**src/rtl/arith_arbiter.sv**
```systemverilog
// Round-robin arbiter sharing one combinational 8-bit arithmetic unit between two
// requesters; result is held on a single response channel until accepted.

module arith_unit (
  input  logic [7:0] a,
  input  logic [7:0] b,
  output logic [7:0] y1,
  output logic [7:0] y2,
  output logic [7:0] y3,
  output logic [7:0] y4,
  output logic [7:0] y5
);
  assign y1 = a + b;
  assign y2 = a - b;
  assign y3 = a * b;
  // Zero divisor yields 0 here; the arbiter substitutes its own error value.
  assign y4 = (b == 8'd0) ? 8'd0 : a / b;
  assign y5 = (b == 8'd0) ? 8'd0 : a % b;
endmodule

module arith_arbiter #(
  parameter int EXEC_CYCLES = 1
) (
  input  logic       clk,
  input  logic       rst,
  input  logic [1:0] req_valid,
  output logic [1:0] req_ready,
  input  logic [7:0] a0,
  input  logic [7:0] b0,
  input  logic [2:0] op0,
  input  logic [7:0] a1,
  input  logic [7:0] b1,
  input  logic [2:0] op1,
  output logic       rsp_valid,
  input  logic       rsp_ready,
  output logic       rsp_id,
  output logic [7:0] rsp_data,
  output logic       rsp_err,
  output logic       busy
);

  localparam logic [3:0] CNT_INIT = 4'(EXEC_CYCLES - 1);

  typedef enum logic [1:0] {IDLE, EXEC, RESP} state_t;

  state_t      state, state_nxt;
  logic [3:0]  cnt;
  logic        last;
  logic        gnt;
  logic        grant_en;
  logic [7:0]  a_r, b_r;
  logic [2:0]  op_r;
  logic [7:0]  y1, y2, y3, y4, y5;
  logic [8:0]  result;

  // Maps the unit's outputs to {err, data} for the latched opcode.
  function automatic logic [8:0] capture(input logic [2:0] op, input logic [7:0] b,
                                         input logic [7:0] s1, input logic [7:0] s2,
                                         input logic [7:0] s3, input logic [7:0] s4,
                                         input logic [7:0] s5);
    case (op)
      3'd0:    return {1'b0, s1};
      3'd1:    return {1'b0, s2};
      3'd2:    return {1'b0, s3};
      3'd3:    return (b == 8'd0) ? {1'b1, 8'hFF} : {1'b0, s4};
      3'd4:    return (b == 8'd0) ? {1'b1, 8'hFF} : {1'b0, s5};
      default: return {1'b1, 8'h00};
    endcase
  endfunction

  arith_unit u_unit (
    .a  (a_r),
    .b  (b_r),
    .y1 (y1),
    .y2 (y2),
    .y3 (y3),
    .y4 (y4),
    .y5 (y5)
  );

  assign result = capture(op_r, b_r, y1, y2, y3, y4, y5);
  assign busy   = (state != IDLE);

  always_comb begin
    state_nxt = state;
    req_ready = 2'b00;
    gnt       = 1'b0;
    grant_en  = 1'b0;
    case (state)
      IDLE: begin
        if (|req_valid) begin
          grant_en  = 1'b1;
          gnt       = (&req_valid) ? ~last : req_valid[1];
          req_ready = gnt ? 2'b10 : 2'b01;
          state_nxt = EXEC;
        end
      end
      EXEC:    if (cnt == 4'd0) state_nxt = RESP;
      RESP:    if (rsp_ready) state_nxt = IDLE;
      default: state_nxt = IDLE;
    endcase
  end

  always_ff @(posedge clk or posedge rst) begin
    if (rst) begin
      state     <= IDLE;
      cnt       <= 4'd0;
      last      <= 1'b1;
      a_r       <= 8'd0;
      b_r       <= 8'd0;
      op_r      <= 3'd0;
      rsp_valid <= 1'b0;
      rsp_id    <= 1'b0;
      rsp_data  <= 8'd0;
      rsp_err   <= 1'b0;
    end else begin
      state <= state_nxt;
      if (grant_en) begin
        a_r    <= gnt ? a1 : a0;
        b_r    <= gnt ? b1 : b0;
        op_r   <= gnt ? op1 : op0;
        last   <= gnt;
        rsp_id <= gnt;
        cnt    <= CNT_INIT;
      end
      if (state == EXEC) begin
        if (cnt != 4'd0) begin
          cnt <= cnt - 4'd1;
        end else begin
          rsp_data  <= result[7:0];
          rsp_err   <= result[8];
          rsp_valid <= 1'b1;
        end
      end
      if (state == RESP && rsp_ready) rsp_valid <= 1'b0;
    end
  end

endmodule
```
**config.mk**
```make
export PLATFORM = sky130hd
export DESIGN_NAME = arith_arbiter
export DESIGN_NICKNAME = d
export VERILOG_FILES = /design/src/rtl/arith_arbiter.sv
export SDC_FILE = /design/constraint.sdc
export NUM_CORES = 1
export LEC_CHECK = 0
export ABC_AREA = 0
export BUFFER_PORTS_ARGS = -buffer_cell sky130_fd_sc_hd__buf_2
export CELL_PAD_IN_SITES_DETAIL_PLACEMENT = 1
export CELL_PAD_IN_SITES_GLOBAL_PLACEMENT = 2
export CORE_ASPECT_RATIO = 0.7
export CORE_MARGIN = 2
export CORE_UTILIZATION = 32
export DETAILED_ROUTE_END_ITERATION = 6
export PLACE_DENSITY = 0.71
export SLEW_MARGIN = 20
export SYNTH_ARGS = -nofsm -noshare
export SYNTH_HDL_FRONTEND = slang
export SYNTH_HIERARCHICAL = 1
export SYNTH_SLANG_ARGS = --single-unit
```
**constraint.sdc**
```tcl
create_clock -name clk -period 13.6 [get_ports clk]
set_input_delay 2.72 -clock clk [delete_from_list [all_inputs] [get_ports clk]]
set_output_delay 2.72 -clock clk [all_outputs]
set_load 0.02 [all_outputs]
```
# --- Word-level counts from Yosys, hierarchy flattened ---
# Index checks and enable logic that the tools add are counted.
op_classes:
  addsub: 3
  multipliers: 1
  div: 2
  magnitude_cmp: 0
  n_eq_ne: 10
  shifts: 0
  mux: 24
  bitwise: 2
  reduce_logical: 13
ops:
  columns: ["operator", "count"]
  rows:
  - ["one-hot mux 9 bit (5 select lines)", 1]
  - ["2-to-1 mux 9 bit", 2]
  - ["2-to-1 mux 8 bit", 2]
  - ["2-to-1 mux 2 bit", 6]
  - ["2-to-1 mux 4 bit", 3]
  - ["adder 8 bit", 1]
  - ["divider 8 x 8 -> 8 bit", 1]
  - ["zero test 8 bit", 1]
  - ["remainder unit 8 x 8 -> 8 bit", 1]
  - ["multiplier 8 x 8 -> 8 bit", 1]
  - ["2-to-1 mux 1 bit", 8]
  - ["subtractor 8 bit", 1]
  - ["== test 3 x 2 -> 1 bit, second input constant", 2]
  - ["!= test 2 bit, second input constant", 3]
  - ["one-hot mux 2 bit (3 select lines)", 1]
  - ["AND reduction 2 bit", 3]
  - ["zero test 4 bit", 1]
  - ["nonzero test 2 bit", 2]
  - ["nonzero test 4 bit", 1]
  - ["subtractor 4 x 1 -> 4 bit, second input constant", 1]
  - ["== test 3 x 1 -> 1 bit, second input constant", 1]
  - ["== test 3 bit, second input constant", 1]
  - ["zero test 3 bit", 1]
  - ["2-to-1 mux 3 bit", 1]
  - ["other kinds (8)", 9]
totals:
  register_bits: 37
  latchBits: 0
  mem_bits_rw: 0
  rom_bits: 0
  inputBits: 43
  output_inout_bits: 14
  elab_cells: 65
  n_memories: 0

# --- Longest topological paths before layout ---
# Gate-level depths: netlist of the first run.
logic_depth:
  ltp_word: 6
  ltp_mapped: 55
  mapped_depth_nobuf: 51

# --- Modules after synthesis ---
# The synthesis of the first run kept the hierarchy.
modules_own_cells:
  columns: ["mod", "n_inst", "cells_each", "area_each_um2", "seq_area_each_um2"]
  rows:
  - ["arith_unit", 1, 483, 3463.3, 0.0]
  - ["arith_arbiter", 1, 203, 1991.9, 927.1]

# --- Worst setup path after synthesis of the first run ---
# OpenSTA, ideal clock, no wires.
synth_timing:
  kind: "flip-flop to flip-flop"
  start: "register b_r[4]"
  end: "register rsp_data[2]"
  setup_time_ps: 132
  arrival_ps: 11067
  t_required_ps: 13468
  path_slack_ps: 2400
  stages_incl_launch_ff: 52
  synth_period_minus_slack_ps: 11200
  cell_sequence: "dfrtp_1 > nor4_2 > nand2_1 > nor2_1 > a21oi_1 > a21oi_1 > ha_1 > a21o_1 > a31oi_1 > a31oi_1 > ha_1 > nor3b_1 > a41oi_1 > a211o_1 > a21o_1 > ha_1 > a21oi_1 > a21oi_1 > [... 16 more ...] > nand4_1 > o21bai_1 > a22o_1 > nand2b_1 > clkbuf_1 > a21oi_1 > inv_1 > fa_1 > nor2b_1 > o21ai_0 > a21boi_0 > o21ai_0 > a31oi_1 > clkbuf_1 > mux2i_1 > nor2_1 > a22oi_1 > a21oi_1"
synth_via:
  elab_chain_len: 3
  word_cells_on_any_way: 6
synth_rtl:
  columns: ["item", "line", "text"]
  rows:
  - ["from (decl)", "51", "logic [7:0] a_r, b_r;"]
  - ["from (signal assigned)", "120", "b_r <= gnt ? b1 : b0;"]
  - ["remainder unit 8 x 8 -> 8 bit", "18", "assign y5 = (b == 8'd0) ? 8'd0 : a % b;"]
  - ["via y5[2]", "53", "logic [7:0] y1, y2, y3, y4, y5;"]
  - ["2-to-1 mux 9 bit", "66", "3'd4: return (b == 8'd0) ? {1'b1, 8'hFF} : {1'b0, s5};"]
  - ["one-hot mux 9 bit (5 select lines)", "61", "case (op)"]
  - ["to (signal assigned)", "130", "rsp_data <= result[7:0];"]
  - ["to (decl)", "37", "output logic [7:0] rsp_data,"]
# The timed path passes the listed nets, and every way through them passes these cells.
# A chain may end at the register's enable or synchronous reset.

# --- Final worst setup path of the first run ---
layout_timing:
  start: "register b_r[7]"
  end: "register rsp_data[0]"
layout_via:
  elab_chain_len: 3
  word_cells_on_any_way: 6
layout_rtl:
  columns: ["item", "line", "text"]
  rows:
  - ["divider 8 x 8 -> 8 bit", "17", "assign y4 = (b == 8'd0) ? 8'd0 : a / b;"]
  - ["via y4[0]", "53", null]
  - ["2-to-1 mux 9 bit", "65", "3'd3: return (b == 8'd0) ? {1'b1, 8'hFF} : {1'b0, s4};"]
  - ["one-hot mux 9 bit (5 select lines)", "61", null]
# The timed path passes the listed nets, and every way through them passes these cells.

==> results of run 1 <==
[logic make-up after synthesis]
logic type,count (synthesis),share of synthesized area [%]
and+or+nand+nor,218,19.9
adders and majority gates,86,21.8
DFF,37,17.0
AOI/OAI and AO/OA,188,22.2
buffers and inverters,98,7.34
muxes,21,5.73
xor gates and xnor gates,38,6.10
[metrics by stage]
step	util, %	cell area [um2]
2_1_floorplan	-	5460
3_3_place_gp	36.2	5970
3_5_place_dp	36.2	5970
4_1_cts	37.4	6170
5_1_grt	37.6	6200
6_report	37.6	6200
[cell type report]
class,count,share of cell area (%)
well taps,225,4.54
repair buffers,67,5.85
inverters,74,4.48
clock inverters,3,1.11
clock buffers,5,2.02
flip-flops and latches,37,14.9
multi-input cells,551,67.1
[cells in the mapped netlist (9+ instances only)]
library cell / instances / area share [%]
a21o_1: 9 / 1.2
a21oi_1: 48 / 4.4
a22oi_1: 9 / 1.2
and2_1: 9 / 1.0
and3_1: 9 / 1.0
clkbuf_1: 11 / 0.76
dfrtp_1: 36 / 17
fa_1: 15 / 5.5
ha_1: 71 / 16
inv_1: 73 / 5.0
mux2i_1: 11 / 2.0
nand2_1: 47 / 3.2
nor2_1: 87 / 6.0
nor2b_1: 9 / 1.0
nor3_1: 14 / 1.3
o21a_1: 12 / 1.7
o21ai_0: 33 / 3.0
o21ai_1: 17 / 1.6
xnor2_1: 29 / 4.7
xor2_1: 9 / 1.4
[per-layer routing]
metal | part of all wire (%) | wire length [um]
met4 | 0.73 | 134
met3 | 4.2 | 757
met1 | 53 | 9680
met2 | 42 | 7670
met5 | 0 | 0
[worst min-delay path by stage]
stage / endpoint / cells past startpoint
2_1_floorplan: cnt[0] / 1
3_3_place_gp: rsp_id / 2
3_5_place_dp: rsp_err / 2
5_1_grt: rsp_id / 2
4_1_cts: rsp_err / 2
6_report: rsp_err / 2
[worst register-to-register path, delay by kind of cell, from the launching register on]
kind / cells / cell delay, ns
AO/OA/AOI/OAI: 23 / 5.43
flip-flops: 1 / 0.36
buffers and inverters: 4 / 0.69
multiplexers: 3 / 1.16
adder cells (fa/ha/maj): 7 / 2.11
AND/OR/NAND/NOR: 13 / 2.44
[registers in the layout (all words and copies together) (netlist names)]
register / count
op_r: 3
last: 1
rsp_data: 8
b_r: 8
state: 2
rsp_id: 1
cnt: 4
a_r: 8
rsp_err: 1
rsp_valid: 1
[what timing repair did]
| action | CTS | global route |
|---|---|---|
| endpoints found under the setup margin | 0 | 8 |
| buffers inserted | 0 | 1 |
| resized for setup | 0 | 7 |
==> run summary, run 1 <==
R2R Path End: rsp_data[0]
RSZ-0062 raised after global routing: false
Final setup violating endpoints: 0
Clk sinks: 37
Ys Warns: 6
Arrival time at the worst endpoint: 12.47 ns
Post-CTS Hold Buffers: 0
Worst Path Buf+Inv: 4
CTS clk-pin slew, worst paths: 0.06 ns
Fin. max-slew vios: 0
Post-Route WL: 18.2 mm
Worst Setup SP: b_r[7]
Async SR Flop Fraction: 100%
Final std cells w/o fill: 962
Area Overhead vs Synth: 13.7%
Post-layout nets: 865
Slew @ Worst Pin: 0.924 ns
Slowest-stage cell, CP: mux4_2
Die area: 18,100 um2
Hold slack: 0.492 ns
Io pins: 57
Mapped Area: 5460 um2
Clock period minus worst slack: 12.31 ns
Mapped Nets: 815
Clock tree from TritonCTS: done
Longest Clk Path Bufs: 2
First-pass GRT wire length: 29.8 mm
Ant. Diodes: 0
Worst path top cell family by delay: compound AO/OA/AOI/OAI gates
H-tree depth: 2
Initial drt markers: 315
Reg2reg start: b_r[7]
CTS Buf Count: 5
Detailed Routing Iterations Pass 1: 4
Reg area: 927 um2
GR Util met3: 3.59%
Row count: 39
R2r setup slk: 1.29 ns
Starting Density: 33.1%
Antenna violations before repair: 0
Syn Inst Count: 686
Layout cells sized above 1: 14.0%
Hold WC Path Type: reg -> reg
Outcome: finished clean
Synth cell types: 71
Met1 Usage GRT: 31.6%
Die Wd: 160 um
Ys flop type: dfrtp_1
Crit path kind: reg -> reg
Seq cells post-synth: 37
Multi-input logic area: 4160 um2
WP data required: 13.76 ns
Clock skew: 0.00687 ns
Core area: 16,500 um2
R2R depth: 50
Skew-Pair Late Insertion Delay: 0.29 ns
Slack of the critical path: 1.29 ns
Routed Antenna Nets: 0
Fin crit share: 90.5%
Crit path depth: 50
FILL cells: 2,079
Number of synthesized flops with an enable pin: 0
Cell repeated most along the worst path: ha_1
Vias in the first global route: 5,364
Root Driver: clkbuf_16
PortBufs: 56
Drt wl/cell: 19.0 um
RePlAce Congestion: 0.841
Drt drc: 0
Synth Area per Inst: 7.95 um2
Max Cap Viol: 0
Commonest non-fill, non-tap cell in the layout: nor2_1
CP Capture Point: rsp_data[0]
Worst Setup End Kind: flop
GR Util met2: 31.5%
GRT Overall Usage: 20.9%
GRT Residual Overflow: 0
Die Ht: 113 um
Largest net degree at the start of global routing: 38
GR peak layer: met1
Setup TNS: 0 ns
Placed Cells: 953
Sequential-to-total area share from yosys stat: 17.0%
F_max: 0.0812 GHz
Worst setup SP type: flop
Commonest non-fill, non-tap cells in the layout: nor2_1 (87), inv_1 (73), ha_1 (71)
Relative slew margins: 38.4%
Via/cell ratio: 5.37
DP HPWL: 14.7 mm
Final hold violations: 0
Hold path startpoint: rsp_err
Pre-CTS setup slack: 0.145 ns
CP peak stage delay: 0.46 ns
Via Count: 5,166
Crit path max fanout: 12
Power of run 1 is not shown: default switching activity piles up to over one toggle a cycle in this logic, so the estimate is an artifact.
==> inputs of run 2 (changes only) <==
- BUFFER_PORTS_ARGS: -buffer_cell sky130_fd_sc_hd__buf_2 -> -buffer_cell sky130_fd_sc_hd__buf_4
==> run summary, run 2 (synthesized netlist as in run 1, its figures left out) <==
Reg2reg start: b_r[7]
Crit path kind: reg -> reg
GRT Residual Overflow: 0
Vias in the first global route: 5,451
H-tree depth: 2
Via Count: 5,228
Skew-Pair Late Insertion Delay: 0.29 ns
Biggest regs: a_r x8, b_r x8, rsp_data x8
Clock tree from TritonCTS: done
F_max: 0.0798 GHz
Worst Setup SP: b_r[7]
Worst Path Buf+Inv: 5
Die area: 18,100 um2
Post-CTS Hold Buffers: 0
CP Capture Point: rsp_data[6]
PortBufs: 56
Largest net degree at the start of global routing: 38
Longest Clk Path Bufs: 2
R2r setup slk: 1.07 ns
Area Overhead vs Synth: 16.0%
Hold slack: 0.521 ns
Worst setup SP type: flop
Arrival time at the worst endpoint: 12.69 ns
CP peak stage delay: 0.43 ns
Post-layout nets: 864
Final hold violations: 0
Met1 Usage GRT: 31.1%
Commonest non-fill, non-tap cells in the layout: nor2_1 (87), inv_1 (73), ha_1 (71)
Fin crit share: 92.1%
Crit path max fanout: 12
Die Ht: 113 um
CTS clk-pin slew, worst paths: 0.06 ns
Routed Antenna Nets: 0
Final setup violating endpoints: 0
Outcome: finished clean
Slowest-stage cell, CP: a311o_1
GR Util met2: 33.4%
Fin. max-slew vios: 0
Initial drt markers: 363
WP data required: 13.76 ns
Cell repeated most along the worst path: ha_1
RSZ-0062 raised after global routing: false
Core area: 16,500 um2
Slew @ Worst Pin: 0.919 ns
Detailed Routing Iterations Pass 1: 5
Drt drc: 0
Worst Setup End Kind: flop
Relative slew margins: 38.7%
Root Driver: clkbuf_16
Drt wl/cell: 19.4 um
Die Wd: 160 um
Antenna violations before repair: 0
GRT Overall Usage: 20.9%
Via/cell ratio: 5.44
DP HPWL: 15.0 mm
GR Util met3: 2.97%
Ant. Diodes: 0
Setup TNS: 0 ns
Clock period minus worst slack: 12.53 ns
Layout cells sized above 1: 13.6%
R2R depth: 51
Commonest non-fill, non-tap cell in the layout: nor2_1
Io pins: 57
Worst path top cell family by delay: compound AO/OA/AOI/OAI gates
Max Cap Viol: 0
First-pass GRT wire length: 29.9 mm
Starting Density: 33.1%
Post-Route WL: 18.6 mm
CTS Buf Count: 5
R2R Path End: rsp_data[6]
Row count: 39
GR peak layer: met2
Crit path depth: 51
Clk sinks: 37
Hold WC Path Type: reg -> reg
Clock skew: 0.00784 ns
RePlAce Congestion: 0.849
[run 2: how the worst min path moves through the flow]
stage,from,end,slack [ns],cells past startpoint
5_1_grt,rsp_err,rsp_err,0.56,2
3_3_place_gp,rsp_id,rsp_id,0.48,2
6_report,rsp_id,rsp_id,0.52,2
4_1_cts,rsp_err,rsp_err,0.53,2
2_1_floorplan,cnt[0],cnt[0],0.47,1
3_5_place_dp,rsp_err,rsp_err,0.50,2
[run 2: area by class of cell]
type | instances | area [um2]
Inverter | 74 | 278
Clock inverter | 3 | 68.8
Multi-Input combinational cell | 551 | 4150
Timing Repair Buffer | 66 | 495
Fill cell | 2049 | 10200
Sequential cell | 37 | 927
Tap cell | 225 | 282
Clock buffer | 5 | 125
[run 2: metal layers]
metal | part of all wire (%) | vias up
li1 | - | 2514
met1 | 52 | 2608
met2 | 44 | 94
met3 | 4.1 | 12
met4 | 0.62 | 0
met5 | 0 | -
[run 2: stage by stage]
step                cells  worst slack (ns)  instance area [um2]  util, %
floorplan             686              2.40                 5460        -
global placement      952             0.479                 6110     37.0
detailed placement    952             0.134                 6110     37.0
CTS                   960            0.0910                 6300     38.2
global route          961           0.00851                 6330     38.4
finish                961              1.07                 6330     38.4
[run 2: repair_timing]
| item | CTS | global route |
|---|---|---|
| setup buffers | 0 | 1 |
| resized for setup | 0 | 5 |
| setup endpoints to repair | 0 | 8 |
[run 2: tightest hold or removal path: stages, from the launching register on]
cell	delay (ns)
dfrtp_1	0.35
nor2_1	0.05
nor2_1	0.08
Power of run 2 is left out for the same reason.
==> inputs of run 3 (changes only) <==
- ABC_AREA: 0 -> 1
- PLACE_DENSITY: 0.71 -> 0.75
==> run summary, run 3 <==
Outcome: finished clean
Io pins: 57
Clock skew: 0.00550 ns
Antenna violations before repair: 0
Ys flop type: dfrtp_1
CTS resizes: 0
CTS clk-pin slew, worst paths: 0.06 ns
Fin. max-slew vios: 0
Compound-cell area share of the yosys netlist: 14.1%
Layout cells sized above 1: 14.6%
Mapped Nets: 972
Cell repeated most along the worst path: nand2_1
DP HPWL: 15.5 mm
Routed Antenna Nets: 0
Setup TNS: 0 ns
Core area: 17,300 um2
H-tree depth: 2
WP data required: 13.82 ns
Synth Area per Inst: 6.78 um2
Slack of the critical path: 2.47 ns
Post-synthesis mux area share: 0.394%
Largest net degree at the start of global routing: 38
Relative slew margins: 55.6%
GRT Overall Usage: 20.8%
Most frequent cell after synthesis: nand2_1
CP Capture Point: rsp_data[1]
Reg2reg start: b_r[1]
RSZ-0062 raised after global routing: false
CP peak stage delay: 0.49 ns
Arrival time at the worst endpoint: 11.36 ns
Longest Clk Path Bufs: 2
Top Metal Used: met4
Row count: 40
Synth area leaders: dfrtp_1 (16%), ha_1 (16%), nand2_1 (12%)
Worst Hold Depth: 2
Hold WC Path Type: reg -> reg
Drt wl/cell: 16.7 um
Area Overhead vs Synth: 13.6%
Post-CTS Hold Buffers: 0
F_max: 0.0898 GHz
CTS Buf Count: 5
Worst Setup End Kind: flop
Post-layout nets: 1,020
Seq cells post-synth: 37
Root Driver: clkbuf_16
First-pass GRT wire length: 31.1 mm
Commonest non-fill, non-tap cells in the layout: nand2_1 (189), inv_1 (141), ha_1 (71)
Via/cell ratio: 4.84
Synth cell types: 48
Worst Setup SP: b_r[1]
Largest family of logic cells by synthesized area: simple AND/OR/NAND/NOR gates
Max Cap Viol: 0
Detailed Routing Iterations Pass 1: 4
Via Count: 5,436
Pre-CTS setup slack: 2.53 ns
Top cells by count, synth: nand2_1 (189), inv_1 (141), ha_1 (71)
Post-Route WL: 18.8 mm
Largest area contributor in the synthesized netlist: dfrtp_1
Drt drc: 0
Met3 WL: 692 um
Ant. Diodes: 0
GRT Residual Overflow: 0
RePlAce Congestion: 0.886
R2R depth: 68
FILL cells: 2,266
Die Wd: 164 um
Biggest regs: a_r x8, b_r x8, rsp_data x8
Fin crit share: 81.9%
Final hold violations: 0
Xor and xnor area share after synthesis: 7.36%
Mapped Area: 5720 um2
Clock period minus worst slack: 11.13 ns
Sequential-to-total area share from yosys stat: 16.2%
Commonest non-fill, non-tap cell in the layout: nand2_1
Slew @ Worst Pin: 0.664 ns
Crit path kind: reg -> reg
Yosys top cell area share: 15.8%
Vias in the first global route: 5,878
Die Ht: 116 um
Slowest-stage cell, CP: nor2_1
Adder-Cell Fraction of Synth Area: 20.8%
Crit path max fanout: 13
R2R Path End: rsp_data[1]
Met2 WL: 8.22 mm
Simple-gate share of the synthesized area: 29.0%
Syn Inst Count: 843
M1 WL: 9.75 mm
Async SR Flop Fraction: 100%
Starting Density: 33.0%
R2r setup slk: 2.47 ns
Initial drt markers: 255
Ys Warns: 6
Die area: 19,000 um2
Worst setup SP type: flop
Clk sinks: 37
Number of synthesized flops with an enable pin: 0
Final setup violating endpoints: 0
PortBufs: 56
Skew-Pair Late Insertion Delay: 0.29 ns
Clock tree from TritonCTS: done
Post-CTS setup buffer count: 0
==> run 3: cell types whose count changed in the layout (fill, tap and decap cells not counted), sizes merged, moves of 13 or more <==
cell,before,now
inv,74,154
nand2,47,201
nand3,7,59
nor2,88,74
o21ai,50,69
xnor2,29,16
xor2,9,32
==> run 3: per-stage QoR <==
step / instances / utilization (%) / hold WS (ns) / instance area, um2
floorplan: 843 / - / 0.461 / 5720
global placement: 1115 / 36.6 / 0.462 / 6340
detailed placement: 1115 / 36.6 / 0.470 / 6340
CTS: 1123 / 37.5 / 0.486 / 6490
global route: 1123 / 37.5 / 0.520 / 6490
finish: 1123 / 37.5 / 0.480 / 6490
==> run 3: worst min-delay path by stage <==
stage                      from          end  slack (ns)
floorplan                cnt[0]       cnt[0]        0.46
global placement         rsp_id       rsp_id        0.46
detailed placement       rsp_id       rsp_id        0.47
CTS                      rsp_id       rsp_id        0.49
global route        rsp_data[6]  rsp_data[6]        0.52
finish                   rsp_id       rsp_id        0.48
==> run 3: cells by family after synthesis <==
group | Yosys count
flops | 37
buf+inv | 172
compound gates | 139
fa+ha+maj | 86
mux | 1
xor+xnor | 48
simple gates | 360
==> run 3: area by class of cell <==
class	count	area [um2]	area share, %
multi-input cells	634	4100	63.1
flip-flops and latches	37	927	14.3
inverters	154	583	8.98
repair buffers	59	443	6.82
well taps	231	289	4.45
clock buffers	6	139	2.14
clock inverters	2	13.8	0.212
==> run 3: per-layer routing <==
| layer | GRT usage [%] | vias to the layer above |
|---|---|---|
| li1 | - | 2761 |
| met1 | 30.5 | 2615 |
| met2 | 33.2 | 52 |
| met3 | 3.69 | 8 |
| met4 | 1.93 | 0 |
| met5 | 0 | - |
==> run 3: critical path: cells and delay by family, from the launching register on <==
kind	cells	cell delay, ns
simple gates	33	4.60
compound gates	16	2.46
fa+ha+maj	7	2.10
buf+inv	12	1.51
flops	1	0.38
Power of run 3 is left out for the same reason.
